**src/rtl/div_pkg.sv**
```systemverilog
// rtl/div_pkg.sv - shared state encoding and constants for the sequential divider
package div_pkg;

   typedef enum logic [2:0] {IDLE, PREP, CALC, FIX, DONE} div_state_t;

   localparam int                   DIV_WIDTH = 16;
   localparam int                   DIV_ITER  = DIV_WIDTH;
   localparam logic [DIV_WIDTH-1:0] SAT_POS   = 16'h7FFF;
   localparam logic [DIV_WIDTH-1:0] SAT_NEG   = 16'h8000;
   localparam int                   CNT_W     = $clog2(DIV_ITER);

endpackage

```
**src/rtl/div_step_16bit.sv**
```systemverilog
// rtl/div_step_16bit.sv - one restoring-division step on magnitudes
// Shifts {rem,quo} left once and subtracts |divisor| when it fits.
module div_step_16bit
   import div_pkg::*;
#(
   parameter int WIDTH = DIV_WIDTH
) (
   input  logic [WIDTH-1:0] part_rem,
   input  logic [WIDTH-1:0] part_quo,
   input  logic [WIDTH:0]   dvs_mag,
   output logic [WIDTH-1:0] next_rem,
   output logic [WIDTH-1:0] next_quo
);

   logic [WIDTH:0] shifted;
   logic [WIDTH:0] trial;

   // part_rem < dvs_mag always holds, so the shifted value fits WIDTH+1 bits
   // and trial's top bit is a clean "did not fit" flag.
   always_comb begin
      shifted  = {part_rem, part_quo[WIDTH-1]};
      trial    = shifted - dvs_mag;
      next_rem = trial[WIDTH] ? shifted[WIDTH-1:0] : trial[WIDTH-1:0];
      next_quo = {part_quo[WIDTH-2:0], ~trial[WIDTH]};
   end

endmodule

```
**src/rtl/seq_divider_16bit.sv**
```systemverilog
// rtl/seq_divider_16bit.sv - signed 16-bit restoring divider, start/busy/done handshake
// Optional macro DIV_EARLY_TERM_EN: finish in PREP when |dividend| < |divisor|.
module seq_divider_16bit
   import div_pkg::*;
#(
   parameter int WIDTH = DIV_WIDTH,
   parameter int ITER  = WIDTH
) (
   input  logic             clk,
   input  logic             rst_n,
   input  logic             start,
   input  logic [WIDTH-1:0] dividend,
   input  logic [WIDTH-1:0] divisor,
   output logic [WIDTH-1:0] quotient,
   output logic [WIDTH-1:0] remainder,
   output logic             busy,
   output logic             done,
   output logic             div_by_zero,
   output logic             ovfl
);

   localparam logic [WIDTH-1:0] SAT_P = {1'b0, {(WIDTH-1){1'b1}}};
   localparam logic [WIDTH-1:0] SAT_N = {1'b1, {(WIDTH-1){1'b0}}};
   localparam int               CW    = (ITER > 1) ? $clog2(ITER) : 1;

   div_state_t       state, state_nx;
   logic [WIDTH-1:0] dvd, dvs, rem, quo;
   logic [WIDTH-1:0] abs_dvd, abs_dvs, step_rem, step_quo;
   logic [CW-1:0]    cnt;
   logic             q_neg, r_neg;
   logic             accept, zero_dvs, sat_case, small_case;

   always_comb begin
      abs_dvd  = dvd[WIDTH-1] ? -dvd : dvd;
      abs_dvs  = dvs[WIDTH-1] ? -dvs : dvs;
      zero_dvs = (dvs == '0);
      sat_case = (dvd == SAT_N) && (dvs == '1);
      accept   = start && ((state == IDLE) || (state == DONE));
`ifdef DIV_EARLY_TERM_EN
      small_case = (abs_dvd < abs_dvs);
`else
      small_case = 1'b0;
`endif
   end

   always_comb begin
      state_nx = state;
      case (state)
         IDLE: if (start) state_nx = PREP;
         PREP: state_nx = (zero_dvs || sat_case || small_case) ? DONE : CALC;
         CALC: if (cnt == CW'(ITER - 1)) state_nx = FIX;
         FIX:  state_nx = DONE;
         DONE: state_nx = start ? PREP : IDLE;
         default: state_nx = IDLE;
      endcase
   end

   div_step_16bit #(.WIDTH(WIDTH)) u_step (
      .part_rem (rem),
      .part_quo (quo),
      .dvs_mag  ({1'b0, abs_dvs}),
      .next_rem (step_rem),
      .next_quo (step_quo)
   );

   always_ff @(posedge clk) begin
      if (!rst_n) begin
         state       <= IDLE;
         dvd         <= '0;
         dvs         <= '0;
         rem         <= '0;
         quo         <= '0;
         cnt         <= '0;
         q_neg       <= 1'b0;
         r_neg       <= 1'b0;
         quotient    <= '0;
         remainder   <= '0;
         busy        <= 1'b0;
         done        <= 1'b0;
         div_by_zero <= 1'b0;
         ovfl        <= 1'b0;
      end else begin
         state <= state_nx;
         // Outputs trail the state by one edge so results and flags are
         // already stable in the cycle done is high.
         busy  <= (state == PREP) || (state == CALC) || (state == FIX);
         done  <= (state == DONE);
         if (accept) begin
            dvd <= dividend;
            dvs <= divisor;
         end
         case (state)
            PREP: begin
               rem         <= '0;
               quo         <= abs_dvd;
               cnt         <= '0;
               q_neg       <= dvd[WIDTH-1] ^ dvs[WIDTH-1];
               r_neg       <= dvd[WIDTH-1];
               div_by_zero <= 1'b0;
               ovfl        <= 1'b0;
               if (zero_dvs) begin
                  quotient    <= dvd[WIDTH-1] ? SAT_N : SAT_P;
                  remainder   <= dvd;
                  div_by_zero <= 1'b1;
               end else if (sat_case) begin
                  quotient  <= SAT_P;
                  remainder <= '0;
                  ovfl      <= 1'b1;
               end else if (small_case) begin
                  quotient  <= '0;
                  remainder <= dvd;
               end
            end
            CALC: begin
               rem <= step_rem;
               quo <= step_quo;
               cnt <= cnt + 1'b1;
            end
            FIX: begin
               quotient  <= q_neg ? -quo : quo;
               remainder <= r_neg ? -rem : rem;
            end
            default: ;
         endcase
      end
   end

endmodule

```
**config.mk**
```make
export PLATFORM = sky130hd
export DESIGN_NAME = seq_divider_16bit
export DESIGN_NICKNAME = d
export VERILOG_FILES = /design/src/rtl/div_pkg.sv /design/src/rtl/div_step_16bit.sv /design/src/rtl/seq_divider_16bit.sv
export SDC_FILE = /design/constraint.sdc
export NUM_CORES = 1
export LEC_CHECK = 0
export BUFFER_PORTS_ARGS = -buffer_cell sky130_fd_sc_hd__clkbuf_2
export CAP_MARGIN = 20
export CELL_PAD_IN_SITES_DETAIL_PLACEMENT = 1
export CELL_PAD_IN_SITES_GLOBAL_PLACEMENT = 2
export CORE_ASPECT_RATIO = 1.2
export CORE_UTILIZATION = 35
export DETAILED_ROUTE_END_ITERATION = 16
export HOLD_SLACK_MARGIN = 0.15
export PLACE_DENSITY_LB_ADDON = 0.1
export SLEW_MARGIN = 20
export SYNTH_ARGS = -nofsm -noshare
export SYNTH_HDL_FRONTEND = slang
export SYNTH_SLANG_ARGS = --single-unit
```
**constraint.sdc**
```tcl
create_clock -name clk -period 4.4 [get_ports clk]
set_input_delay 0.66 -clock clk [delete_from_list [all_inputs] [get_ports clk]]
set_output_delay 0.66 -clock clk [all_outputs]
set_load 0.03 [all_outputs]
```
==> impl_results.md, run 1 <==
* Status: complete, no violations
* CP Max Fanout at 18
* Synth Net Count at 853
* Largest net degree at the start of global routing at 41
* RSZ-0062 raised after global routing: no
* Crit start category: register
* Crit path required time at between 4000 and 5000 ps
* Seq pwr share at 43.1%
* Die width at 125 um
* MaxCap Viol Count at 0
* Fmax at 254 MHz
* Worst vdd ir at 181 uV
* Ys Warns at 0
* H-tree level count at 3
* WL final at 20300 um
* Logic pwr share at 25.2%
* Initial DRC count at 238
* Dpl cells at 1045
* Syn-to-layout area delta at 12.1%
* GPL Wtd Cong at 0.835
* EDFF count, synth at 0
* Critical Path AT at 4180 ps
* Slew Viols, Final at 0
* Sequential-to-total area share from yosys stat at between 30% and 40%
* Worst slew margin at 27.1%
* CTS tree: built
* Switching share of power at 34.5%
* Layout cell share with drive strength beyond 1 at 14.1%
* Internal at 1690 uW
* Final hold violation count at 0
* Post-Syn Area per Cell at 7.95 um2
* CTS root buffer: clkbuf_16
* Async set-reset flop share out of synthesis at 0%
* I/O Buffers at 70
* Final #Nets at 894
* Fill cells at 2156
* Cts bufs inserted at 9
* Post-synthesis cell type count at 60
* Flip-flop and latch count after synthesis at ~110
* CP endpoint kind: register
* P_leak at ~0.0028 uW
* Crit Path Class: register to register
* Post-CTS sizing at 0
* # diodes at 0
* Maximum clock path buffer count at 2
* Setup TNS at 0 ps
* CTS Sinks at 109
* Die span in y at 149 um
* Worst-skew pair later-pin latency at approximately 360 ps
* Final ANT Viol Nets at 0
* Drt pass-1 iters at 4
* Post-CTS Setup Bufs at 0
* Starting Density at 36.0%
* Reg clk slew, reported paths at 80 ps
* GRT Total Usage at 22.1%
* Period minus WS final at 3930 ps
* Vias at 5813
* Hold Buf Count CTS at 0
* Core area at roughly 18000 um2
* # IOs at 71
* Synthesized area at 6320 um2
* Worst hold path class: register to register
* Post-route insts no fill at 1061
* Total gr overflow at 0
* Clock Power Share at 31.6%
* Skew final at 8.04 ps
* Number of global-route vias before repair at 6030
* Drt drc at 0
* Vias per inst at 5.48
* Top FF cell, synth: dfxtp_1
* Die area at 18600 um2
* Pwr dens at 364 nW/um2
* First-pass GRT wire length at 32300 um
* Net Sw Power at 888 uW
* Reg2reg setup slack at around 470 ps
* Post-route clock period utilization at 89.4%
* Final HPWL DP at 15300 um
* Initial antenna violation count at 0
* Tightest Pin Transition at 1080 ps
* Cells after synthesis at 795
* Mean routed wirelength per cell at 19.1 um
* Row count at 53
* Final setup fails at 0
final cells by class:
cell class / instances / area (um2) / area share (%)
Multi-Input combinational cell: 623 / 3870 / 54.7
Inverter: 15 / 56.3 / 0.794
Sequential cell: 109 / 2180 / 30.8
Tap cell: 220 / 275 / 3.88
Clock buffer: 11 / 243 / 3.43
Clock inverter: 5 / 45.0 / 0.636
Timing Repair Buffer: 78 / 410 / 5.79
Yosys cell counts, drive strengths merged (6+ instances only):
library cell | number | area (um2)
a211oi | 13 | 143
a21oi | 76 | 380
a221oi | 8 | 70.1
a22oi | 20 | 155
buf | 11 | 77.6
clkbuf | 37 | 139
dfxtp | 109 | 2180
ha | 22 | 275
inv | 15 | 56.3
mux2i | 18 | 180
nand2 | 133 | 499
nand2b | 17 | 106
nand3 | 8 | 40.0
nor2 | 70 | 270
nor2b | 6 | 37.5
nor3 | 14 | 86.3
nor4 | 7 | 58.8
o211ai | 7 | 52.6
o21ai | 52 | 260
o31ai | 16 | 120
or3 | 6 | 42.5
xnor2 | 37 | 324
xor2 | 30 | 263
flip-flops by register name, indices dropped and copies added (netlist names), 3 cells and up:
signal / flops
state: 3
quotient: 16
dvd: 16
dvs: 16
quo: 16
cnt: 4
rem: 16
remainder: 16
power by group through the flow:
stage | clock, uW | sequential, uW | combinational (uW)
6_report | 816 | 1110 | 650
5_1_grt | 867 | 1120 | 720
4_1_cts | 839 | 1110 | 657
3_5_place_dp | 0 | 1140 | 655
3_3_place_gp | 0 | 1130 | 640
2_1_floorplan | 0 | 1130 | 475
metrics by stage:
stage	hold slack [ps]	area (um2)	util, %	total power (uW)	worst slack (ps)
floorplan	448	6320	-	1610	892
global placement	465	6800	38.7	1770	686
detailed placement	477	6800	38.7	1790	482
CTS	487	7080	40.3	2610	457
global route	519	7090	40.3	2710	153
finish	484	7090	40.3	2580	467
worst max-delay path, cell delays in order (launching register included):
cell and delay (ps):
dfxtp_1 360, inv_1 90, ha_1 170, nor3b_1 240, nand2_1 220, or3_1 420
o31a_1 270, xnor2_1 150, ha_1 390, nand2_1 180, nor3_1 250, nor2_1 90
o311a_1 130, nor3_2 170, buf_4 320, mux2i_1 260, o21ai_0 100
cell usage in the layout (no fill, tap or decap), types with 9 or more instances in the layout:
cell / n
clkbuf_2: 70
xnor2_1: 37
a211oi_2: 9
inv_1: 14
o21ai_0: 52
nor2_1: 69
clkbuf_16: 9
nand2b_1: 17
xor2_1: 30
a21oi_1: 76
dfxtp_1: 109
a22oi_1: 19
nand2_1: 132
nor3_1: 11
ha_1: 22
o31ai_1: 16
mux2i_1: 18
cell families (layout without fill, tap and decap cells):
group | Yosys count | count (layout) | synth area share, %
simple gates | 287 | 287 | 21.0
compound gates | 228 | 228 | 23.3
flops | 109 | 109 | 34.5
xor+xnor | 67 | 67 | 9.28
buf+inv | 63 | 109 | 4.31
fa+ha+maj | 23 | 23 | 4.67
mux | 18 | 18 | 2.85
final timing paths:
| check | start | endpoint | cells past startpoint |
|---|---|---|---|
| worst max-delay path | dvs[1] | rem[5] | 16 |
| worst min-delay path | quotient[15] | quotient[15] | 2 |
| worst min register to register | quotient[15] | quotient[15] | 2 |
| worst max register to register | dvs[1] | rem[5] | 16 |
per-layer routing:
metal,wire length [um],part of all wire (%),vias to the layer above,GRT usage (%)
met5,0,0,-,0
met4,425,2.1,0,8.25
met3,532,2.6,22,2.47
met2,10800,53,85,41.4
met1,8570,42,2819,25.6
li1,-,-,2887,-
Note: power is estimated with default switching activity, not from simulation.
==> run 2, diff against run 1 <==
CORE_ASPECT_RATIO = not set   (was 1.2)
==> run 2 against run 1 <==
  * Global-route usage is essentially flat
  * Core utilization grew 0.32 points
  * Register-to-register slack gained 30 ps
  * Flip-flop and latch count did not move
  * Worst setup slack gained 33 ps
  * Sequential power hardly changed
  * Via count grew 1.4%
  * Combinational power rose by 0.6%
  * Highest routed layer unchanged
==> impl_results.md, run 2 (same netlist as run 1, synthesis figures left out) <==
* Worst path cell trace: inv_1, ha_1, nor3b_1, nand2_1, or3_1, o31a_1, xnor2_1, ha_1, nand2_1, nor3_1, nor2_1, o311a_1, nor3_2, buf_4, mux2i_1, o21ai_0
* Switching share of power at 34.0% (-0.43 points)
* Pwr Total at 2580 uW (+0.21%)
* Hold Buf Count CTS at 0 (unchanged)
* RSZ-0062 raised after global routing: no
* Row count at 48 (-9.4%)
* Core area at 17500 um2 (-0.55%)
* Initial antenna violation count at 0 (unchanged)
* Maximum clock path buffer count at 2 (unchanged)
* Period minus WS final at 3900 ps (-32.5 ps)
* Reg clk slew, reported paths at 80 ps (about the same)
* Total gr overflow at 0 (unchanged)
* Status: complete, no violations
* Syn-to-layout area delta at 12.4%
* MaxCap Viol Count at 0 (unchanged)
* Critical Path AT at 4130 ps (-50 ps)
* Tightest Pin Transition at 1040 ps (-48.9 ps)
* Final ANT Viol Nets at 0 (unchanged)
* CTS root buffer: clkbuf_16
* Cts bufs inserted at 9 (unchanged)
* Fill cells at 2151 (-0.23%)
* WL final at 19700 um (-3.1%)
* Drt drc at 0 (unchanged)
* Slew Viols, Final at 0 (unchanged)
* Starting Density at 36.2% (+0.20 points)
* Worst hold path class: register to register
* Most frequent cells in the layout: 133 x nand2_1, 109 x dfxtp_1, 76 x a21oi_1
* Die width at 136 um (+9.4%)
* Pwr dens at 364 nW/um2 (about the same)
* H-tree level count at 3 (unchanged)
* Clock Power Share at 31.7% (about the same)
* Crit Path Class: register to register
* GRT Total Usage at 22.1% (about the same)
* Die span in y at 136 um (-8.6%)
* Worst slew margin at 30.8% (+3.6 points)
* Vias per inst at 5.52 (+0.82%)
* Worst vdd ir at 196 uV (+8.1%)
* Final core utilization at 40.7% (+0.32 points)
* Initial DRC count at 255 (+7.1%)
* Layout cell share with drive strength beyond 1 at 14.3% (+0.10 points)
* Slowest-stage cell, CP: or3_1
* Drt pass-1 iters at 4 (unchanged)
* Mean routed wirelength per cell at 18.4 um (-3.7%)
* First-pass GRT wire length at 31300 um (-2.8%)
* Largest net degree at the start of global routing at 43 (+4.9%)
* Net Sw Power at 879 uW (-1.1%)
* Vias at 5894 (+1.4%)
* Fmax at 256 MHz (+0.83%)
* # IOs at 71 (unchanged)
* Crit start category: register
* Final hold violation count at 0 (unchanged)
* Skew final at 17.3 ps (+9.22 ps)
* P_leak at 0.00284 uW (+0.40%)
* Logic pwr share at 25.3% (about the same)
* Most common cell after layout, fill and taps aside: nand2_1
* Worst-skew pair later-pin latency at 360 ps (about the same)
* Die area at 18600 um2 (about the same)
* Crit-path max cell delay at 430 ps (about the same)
* # diodes at 0 (unchanged)
* CTS tree: built
* Setup TNS at 0 ps (unchanged)
* Post-CTS sizing at 0 (unchanged)
* I/O Buffers at 70 (unchanged)
* Final HPWL DP at 15100 um (-1.4%)
* Number of global-route vias before repair at 5817 (-3.5%)
* CP Max Fanout at 18 (unchanged)
* Post-CTS Setup Bufs at 0 (unchanged)
* CTS Sinks at 109 (unchanged)
* Final setup fails at 0 (unchanged)
* CP endpoint kind: register
* Crit path required time at 4630 ps (about the same)
* GPL Wtd Cong at 0.824 (-1.4%)
* Final #Nets at 895 (+0.11%)
* Internal at 1700 uW (+0.88%)
* Seq pwr share at 43.0% (about the same)
* Post-route clock period utilization at 88.6% (-0.74 points)
## run 2: changes by cell type in the layout (fill, tap and decap cells not counted)
cell,previous run,this run
clkinv_4,3,1
nand2_1,132,133
clkinv_2,0,1
buf_4,8,9
nand2_2,1,0
clkbuf_8,1,2
clkbuf_1,1,0
inv_6,0,1
## run 2: critical path: cells and delay by family (launching register included)
| kind | cells | cell delay [ps] |
|---|---|---|
| and+or+nand+nor | 7 | 1600 |
| DFF | 1 | 350 |
| muxes | 1 | 240 |
| buffers and inverters | 2 | 390 |
| adders and majority gates | 2 | 540 |
| xor gates and xnor gates | 1 | 150 |
| AOI/OAI and AO/OA | 3 | 500 |
## run 2: final timing paths
check / from / endpoint / slack, ps / cells after the start
max: dvs[1] / rem[10] / 500 / 16
min: cnt[3] / cnt[3] / 490 / 2
max reg2reg: dvs[1] / rem[10] / 500 / 16
min reg2reg: cnt[3] / cnt[3] / 490 / 2
## run 2: power groups by stage
| stage | clock (uW) | combinational, uW | sequential, uW |
|---|---|---|---|
| global placement | 0 | 637 | 1130 |
| CTS | 836 | 659 | 1110 |
| finish | 818 | 654 | 1110 |
| detailed placement | 0 | 656 | 1130 |
| global route | 879 | 727 | 1120 |
| floorplan | 0 | 475 | 1130 |
## run 2: cell type report
cell class	count	area, um2	area share [%]
Inverter	15	56.3	0.793
Multi-Input combinational cell	623	3870	54.5
Clock buffer	11	253	3.56
Clock inverter	5	41.3	0.581
Timing Repair Buffer	79	418	5.88
Sequential cell	109	2180	30.7
Tap cell	225	282	3.96
## run 2: through the flow
step / setup slack, ps / hold slack, ps / area, um2 / std cells
after floorplan: 892 / 448 / 6320 / 795
after global placement: 681 / 464 / 6810 / 1051
after detailed placement: 525 / 477 / 6810 / 1051
after CTS: 482 / 494 / 7100 / 1067
after global routing: 200 / 503 / 7100 / 1067
final: 500 / 492 / 7100 / 1067
## run 2: per-layer routing
metal / routed length, um / track usage (%)
met1: 10100 / 31.5
met4: 363 / 6.73
met2: 8420 / 33.6
met3: 833 / 3.73
met5: 0 / 0
